<file path="src/rtl/cpu.vh">
// Shared CPU-wide encodings for the issue-stage / instruction-buffer handshake.
//   issue_mode  : NoIssue / SingleIssue / DoubleIssue (2'b11 is unused)
//   inst count  : HaveNoInst / HaveOneInst / HaveTwoInst (two or more held)
`ifndef CPU_VH
`define CPU_VH

`define NoIssue      2'b00
`define SingleIssue  2'b01
`define DoubleIssue  2'b10

`define HaveNoInst   2'b00
`define HaveOneInst  2'b01
`define HaveTwoInst  2'b10

`endif

</file>
<file path="src/rtl/instbuffer_pkg.sv">
// Package for the instruction buffer.
// Holds the instruction bus width/type and helpers that decode the fetch
// valid mask and the issue-stage pop request into entry counts (0..2).
`include "cpu.vh"

package instbuffer_pkg;

   localparam int INST_BUS_W = 131;

   typedef logic [INST_BUS_W-1:0] inst_bus_t;

   // Entries offered by fetch. 2'b10 (inst2 without inst1) is illegal and
   // contributes nothing.
   function automatic logic [1:0] fetch_push_count(input logic [1:0] fetch_valid);
      logic [1:0] cnt;
      case (fetch_valid)
         2'b01:   cnt = 2'd1;
         2'b11:   cnt = 2'd2;
         default: cnt = 2'd0;
      endcase
      return cnt;
   endfunction

   // Entries requested by issue. The unused encoding 2'b11 pops nothing.
   function automatic logic [1:0] issue_pop_request(input logic [1:0] issue_mode);
      logic [1:0] cnt;
      case (issue_mode)
         `SingleIssue: cnt = 2'd1;
         `DoubleIssue: cnt = 2'd2;
         default:      cnt = 2'd0;
      endcase
      return cnt;
   endfunction

endpackage

</file>
<file path="src/rtl/instbuffer_mem.sv">
// Storage array for the instruction buffer: DEPTH x 131 bits.
// Ports:
//   clk                   - write clock
//   we1/waddr1/wdata1     - write port 1 (entry at tail)
//   we2/waddr2/wdata2     - write port 2 (entry at tail+1)
//   raddr1/rdata1         - asynchronous read port 1 (head)
//   raddr2/rdata2         - asynchronous read port 2 (head+1)
// Contents are never cleared; validity is tracked by the owner's occupancy.
`include "cpu.vh"

module instbuffer_mem
   import instbuffer_pkg::*;
#(
   parameter int DEPTH = 16,
   parameter int AW    = $clog2(DEPTH)
) (
   input  logic          clk,
   input  logic          we1,
   input  logic [AW-1:0] waddr1,
   input  inst_bus_t     wdata1,
   input  logic          we2,
   input  logic [AW-1:0] waddr2,
   input  inst_bus_t     wdata2,
   input  logic [AW-1:0] raddr1,
   output inst_bus_t     rdata1,
   input  logic [AW-1:0] raddr2,
   output inst_bus_t     rdata2
);

   inst_bus_t mem [DEPTH];

   // The two write addresses are always tail and tail+1, so they never collide.
   always_ff @(posedge clk) begin
      if (we1) mem[waddr1] <= wdata1;
      if (we2) mem[waddr2] <= wdata2;
   end

   assign rdata1 = mem[raddr1];
   assign rdata2 = mem[raddr2];

endmodule

</file>
<file path="src/rtl/instbuffer.sv">
// Instruction buffer between fetch and issue: a circular FIFO that accepts
// up to two instructions per cycle and releases up to two per cycle.
// Ports:
//   clk, rst              - clock, synchronous active-high reset
//   branch_flag_i         - flush: drop all held entries next cycle
//   fetch_valid_i         - bit0 inst1 present, bit1 inst2 present
//   fetch_inst1_bus_i     - first fetched instruction
//   fetch_inst2_bus_i     - second fetched instruction
//   issue_mode_i          - NoIssue / SingleIssue / DoubleIssue pop request
//   instbuffer_count_o    - HaveNoInst / HaveOneInst / HaveTwoInst
//   inst1_bus_o           - entry at head (0 when empty)
//   inst2_bus_o           - entry at head+1 (0 when fewer than two held)
//   instbuffer_full_o     - fewer than two free slots; pushes are ignored
//   perf_empty_cycles_o   - (INSTBUFFER_PERF_EN only) cycles spent empty
// Handshake: fetch may offer entries every cycle; they are taken only when
// instbuffer_full_o is low. Issue takes entries shown on inst*_bus_o in the
// same cycle it asserts issue_mode_i; pops beyond occupancy are clamped.
// Optional feature macro: INSTBUFFER_PERF_EN.
`include "cpu.vh"

module instbuffer
   import instbuffer_pkg::*;
#(
   parameter int DEPTH = 16
) (
   input  logic        clk,
   input  logic        rst,
   input  logic        branch_flag_i,
   input  logic [1:0]  fetch_valid_i,
   input  inst_bus_t   fetch_inst1_bus_i,
   input  inst_bus_t   fetch_inst2_bus_i,
   input  logic [1:0]  issue_mode_i,
   output logic [1:0]  instbuffer_count_o,
   output inst_bus_t   inst1_bus_o,
   output inst_bus_t   inst2_bus_o,
   output logic        instbuffer_full_o
`ifdef INSTBUFFER_PERF_EN
   ,
   output logic [31:0] perf_empty_cycles_o
`endif
);

   localparam int PTR_W = $clog2(DEPTH);
   localparam int OCC_W = PTR_W + 1;

   logic [PTR_W-1:0] head;
   logic [PTR_W-1:0] tail;
   logic [OCC_W-1:0] occ;
   logic [OCC_W-1:0] occ_next;

   logic       full;
   logic [1:0] push_cnt;
   logic [1:0] pop_req;
   logic [1:0] pop_cnt;
   logic       accept_we;

   inst_bus_t rdata1;
   inst_bus_t rdata2;

   always_comb begin
      full     = (OCC_W'(DEPTH) - occ) < OCC_W'(2);
      push_cnt = full ? 2'd0 : fetch_push_count(fetch_valid_i);
      pop_req  = issue_pop_request(issue_mode_i);
      // Occupancy below the request can only be 0 or 1 here.
      pop_cnt  = (OCC_W'(pop_req) > occ) ? occ[1:0] : pop_req;
      occ_next = occ - OCC_W'(pop_cnt) + OCC_W'(push_cnt);
   end

   // Writes in a reset or flush cycle would be invisible anyway; suppressing
   // them keeps storage unchanged by abandoned pushes.
   assign accept_we = !rst && !branch_flag_i;

   instbuffer_mem #(
      .DEPTH (DEPTH),
      .AW    (PTR_W)
   ) u_mem (
      .clk    (clk),
      .we1    (accept_we && (push_cnt != 2'd0)),
      .waddr1 (tail),
      .wdata1 (fetch_inst1_bus_i),
      .we2    (accept_we && (push_cnt == 2'd2)),
      .waddr2 (tail + PTR_W'(1)),
      .wdata2 (fetch_inst2_bus_i),
      .raddr1 (head),
      .rdata1 (rdata1),
      .raddr2 (head + PTR_W'(1)),
      .rdata2 (rdata2)
   );

   always_ff @(posedge clk) begin
      if (rst) begin
         head <= '0;
         tail <= '0;
         occ  <= '0;
      end else if (branch_flag_i) begin
         head <= '0;
         tail <= '0;
         occ  <= '0;
      end else begin
         head <= head + PTR_W'(pop_cnt);
         tail <= tail + PTR_W'(push_cnt);
         occ  <= occ_next;
      end
   end

   always_comb begin
      if (occ == '0)               instbuffer_count_o = `HaveNoInst;
      else if (occ == OCC_W'(1))   instbuffer_count_o = `HaveOneInst;
      else                         instbuffer_count_o = `HaveTwoInst;
   end

   assign inst1_bus_o       = (occ != '0)        ? rdata1 : '0;
   assign inst2_bus_o       = (occ >= OCC_W'(2)) ? rdata2 : '0;
   assign instbuffer_full_o = full;

`ifdef INSTBUFFER_PERF_EN
   // Counts empty cycles based on the registered occupancy of that cycle.
   always_ff @(posedge clk) begin
      if (rst)             perf_empty_cycles_o <= '0;
      else if (occ == '0)  perf_empty_cycles_o <= perf_empty_cycles_o + 32'd1;
   end
`endif

endmodule

</file>
<file path="config.mk">
export PLATFORM = sky130hd
export DESIGN_NAME = instbuffer
export DESIGN_NICKNAME = d
export VERILOG_FILES = /design/src/rtl/instbuffer_pkg.sv /design/src/rtl/instbuffer_mem.sv /design/src/rtl/instbuffer.sv
export VERILOG_INCLUDE_DIRS = /design/src /design/src/rtl
export SDC_FILE = /design/constraint.sdc
export NUM_CORES = 2
export LEC_CHECK = 0
export CAP_MARGIN = 30
export CELL_PAD_IN_SITES_DETAIL_PLACEMENT = 2
export CELL_PAD_IN_SITES_GLOBAL_PLACEMENT = 2
export CORE_UTILIZATION = 40
export DETAILED_ROUTE_END_ITERATION = 10
export GPL_ROUTABILITY_DRIVEN = 0
export PLACE_DENSITY_LB_ADDON = 0.12
export SLEW_MARGIN = 20
export SYNTH_ARGS = -nofsm -noshare
export SYNTH_HDL_FRONTEND = slang
export SYNTH_HIERARCHICAL = 1
export SYNTH_SLANG_ARGS = --single-unit
</file>
<file path="constraint.sdc">
create_clock -name clk -period 38.9 [get_ports clk]
set_clock_uncertainty 0.15 [all_clocks]
set_input_delay 7.78 -clock clk [delete_from_list [all_inputs] [get_ports clk]]
set_output_delay 7.78 -clock clk [all_outputs]
set_load 0.1 [all_outputs]
</file>
==> flow_metrics.tcl <==
set metrics [dict create \
    outcome "finished clean" \
    synth_area_sq_um 123700 \
    cts_setup_buffers 0 \
    avgSynthCellArea_sq_um 17.46 \
    tightest_slew_ps 1096 \
    vias_per_cell 6.510 \
    numCtsBuffers 265 \
    tritoncts "done" \
    ant_nets 0 \
    die_x_um 558.0 \
    min_period_ps 15120 \
    worst-endpoint-arrival_ps 7190 \
    drt-wirelength-per-cell_um 41.26 \
    wl_mm 478.3 \
    dp_cells 11087 \
    grt_pass1_vias 81951 \
    core_area_sq_um 306600 \
    start_kind "flip-flop" \
    finalSetupViolations 0 \
    min_period_over_period_pct 38.86 \
    clockBufferDepth 4 \
    hold_start "tail[3]" \
    ir_worst_vdd_mv 0.07193 \
    r2r-end "u_mem/mem[15][56]" \
    max-slew-margin-rel_pct 26.92 \
    yosysUniqueCellTypes 47 \
    htree_levels 5 \
    min_path_cells 2 \
    clkTransAtPathRegs_ps 50 \
    fin_tns_setup_ps 0 \
    critPathSlowestCell "clkdlybuf4s50_1" \
    cp_max_fo 46 \
    maxSlewViolCount 0 \
    finalNetCount 7556 \
    first_iter_violations 7162 \
    cp.required_ps 30970 \
    die-area_sq_um 311400 \
    power.leakage_nw 43.43 \
    p_per_area_nw_per_um2 58.01 \
    final_cells 11592 \
    hold_slack_ps 423.1 \
    grt_first_pass_wirelength_mm 668.4 \
    io_pins 534 \
    drv_cap 0 \
    clk_latency_ps 900 \
    ys_warn_count 6 \
    numClockSinks 2109 \
    track_usage_pct 30.58 \
    synthCells 7085 \
    cts-root-buf "clkbuf_16" \
    seqCellArea_sq_um 63220 \
    grt_overflow_total 0 \
    antenna_found_initial 90 \
    worstHoldEndpoint "tail[3]" \
    min_path_type "reg2reg" \
    synth_nets 7378 \
    hold_viol 0 \
    rows 203 \
    rsz0062_at_grt "false" \
    max_stage_delay_ps 970 \
    reg2reg_depth 13 \
    fillers 27737 \
    die_y_um 558.0 \
    synthTopCellsByArea "edfxtp_1, mux4_2, mux2_2, mux2_1, clkbuf_1" \
    cts_hold_buf 0 \
    seq_area_frac_synth_pct 51.10 \
    multi_input_area_sq_um 56800 \
    yosysTopAreaCellShare_pct 50.89 \
    portBuffers 533 \
    synth.ff_latch_count 2109 \
    synth_top_area_cell "edfxtp_1" \
    fmax_ghz 0.06616 \
    first_pass_iters 5 \
    area_growth_pct 14.30 \
    start_util_pct 40.34 \
    drive_above_1_share_pct 49.57 \
    cts-resized-gates 0 \
    end_kind "primary output" \
    r2r_start "occ[0]" \
    crit_type "reg2out" \
    route.detailed.drc 0 \
    vias 75467 \
    ff2ff_setup_slack_ps 32170 \
    grt_max_degree 110 \
    hpwl_mm 267.5 \
    cp_common_cell "buf_4" \
    cp_cell_sequence "ha_4, buf_4, buf_4, buf_4, mux4_2, nor2b_1, a211oi_1, a21oi_1, and2_1, clkdlybuf4s50_1" \
]
-- layout by cell type, fill, tap and decap left out, drive strengths merged, types with 26 or more instances in the layout --
master	synthesis	final
clkinv	1	111
a211oi	91	91
buf	403	251
and2	136	136
mux4	1204	1204
clkdlybuf4s50	0	507
mux2i	114	114
diode	0	32
edfxtp	2096	2096
mux2	2097	2097
a21oi	101	101
nor2b	225	225
inv	17	26
clkbuf	444	333
-- worst max path at each step --
stage | start | end | cells past startpoint
after global placement | head[0] | inst2_bus_o[97] | 10
after CTS | head[0] | inst2_bus_o[92] | 10
final | head[0] | inst2_bus_o[92] | 10
after floorplan | branch_flag_i | u_mem/mem[1][0] | 5
after global routing | head[0] | inst2_bus_o[92] | 10
after detailed placement | head[0] | inst2_bus_o[92] | 10
-- where the power goes --
group          internal (mW)  switching (mW)  leakage (nW)  total, mW
sequential              2.54          0.0236          19.0       2.57
combinational           1.01            2.24          20.5       3.25
clock                   1.36            1.03          3.94       2.39
total                   4.91            3.29          43.4       8.20
-- final cells by class --
class / instances / area share [%]
Antenna cell: 32 / 0.05665
Clock buffer: 333 / 5.067
Clock inverter: 131 / 0.6276
Inverter: 18 / 0.05842
Multi-Input combinational cell: 4111 / 40.18
Sequential cell: 2109 / 44.72
Tap cell: 4100 / 3.629
Timing Repair Buffer: 758 / 5.661
-- synthesized netlist by cell type, drive strengths merged --
library cell  number
nand3b             5
nor3b              2
o221ai            10
nor2b            225
a21oi            101
mux2i            114
o21bai             1
nor2              18
inv               17
or3b               2
edfxtp          2096
fa                 4
nand2             17
mux2            2097
o31ai              1
clkbuf           444
nor3               2
mux4            1204
o22ai             14
a2111oi            1
xnor2              4
buf              403
nand3              5
and2             136
dfxtp             13
a211oi            91
or2                3
o2111ai            1
nand4b             1
or3                5
ha                20
xor2               4
nand2b             9
o21ai              9
clkinv             1
a21o               2
a31oi              2
or4                1
-- flip-flops by register name, summed over array words and instances (netlist names) --
register	cells
occ	5
head	4
tail	4
u_mem/mem	2096
-- logic make-up (layout without fill, tap and decap cells) --
logic type | count (synthesis) | count (layout) | share of synthesized area [%]
other | 0 | 32 | 0
DFF | 2109 | 2109 | 51.10
adders and majority gates | 24 | 24 | 0.2671
AOI/OAI and AO/OA | 233 | 233 | 1.203
muxes | 3415 | 3415 | 41.94
xor gates and xnor gates | 8 | 8 | 0.05665
buffers and inverters | 865 | 1240 | 3.280
and+or+nand+nor | 431 | 431 | 2.148
-- worst max-delay path: cells and delay by family, from the launching register on --
kind,cells,cell delay (ps)
buffers and inverters,4,3200
adder cells (fa/ha/maj),1,800
flip-flops,1,790
multiplexers,1,570
AO/OA/AOI/OAI,2,450
AND/OR/NAND/NOR,2,340
-- layer usage --
layer,share of wire [%],wire (um),GRT usage [%],vias to the layer above
met5,0.088,421,0,-
met4,3.5,16510,10.84,70
met3,5.9,28150,4.268,788
met2,49,234300,50.82,2859
met1,42,199000,40.97,42080
li1,-,-,-,29670
-- metrics by stage --
step           worst slack [ps]  power (mW)  instance area (sq um)  util (%)
6_report                  23780       8.200                 141400     46.11
5_1_grt                   23530       8.427                 141300     46.10
4_1_cts                   23670       8.267                 141100     46.01
3_5_place_dp              24630       5.867                 133000     43.38
3_3_place_gp              24630       5.760                 132100     43.10
2_1_floorplan             19980       4.880                 123700         -
(Power assumes the default switching activity.)
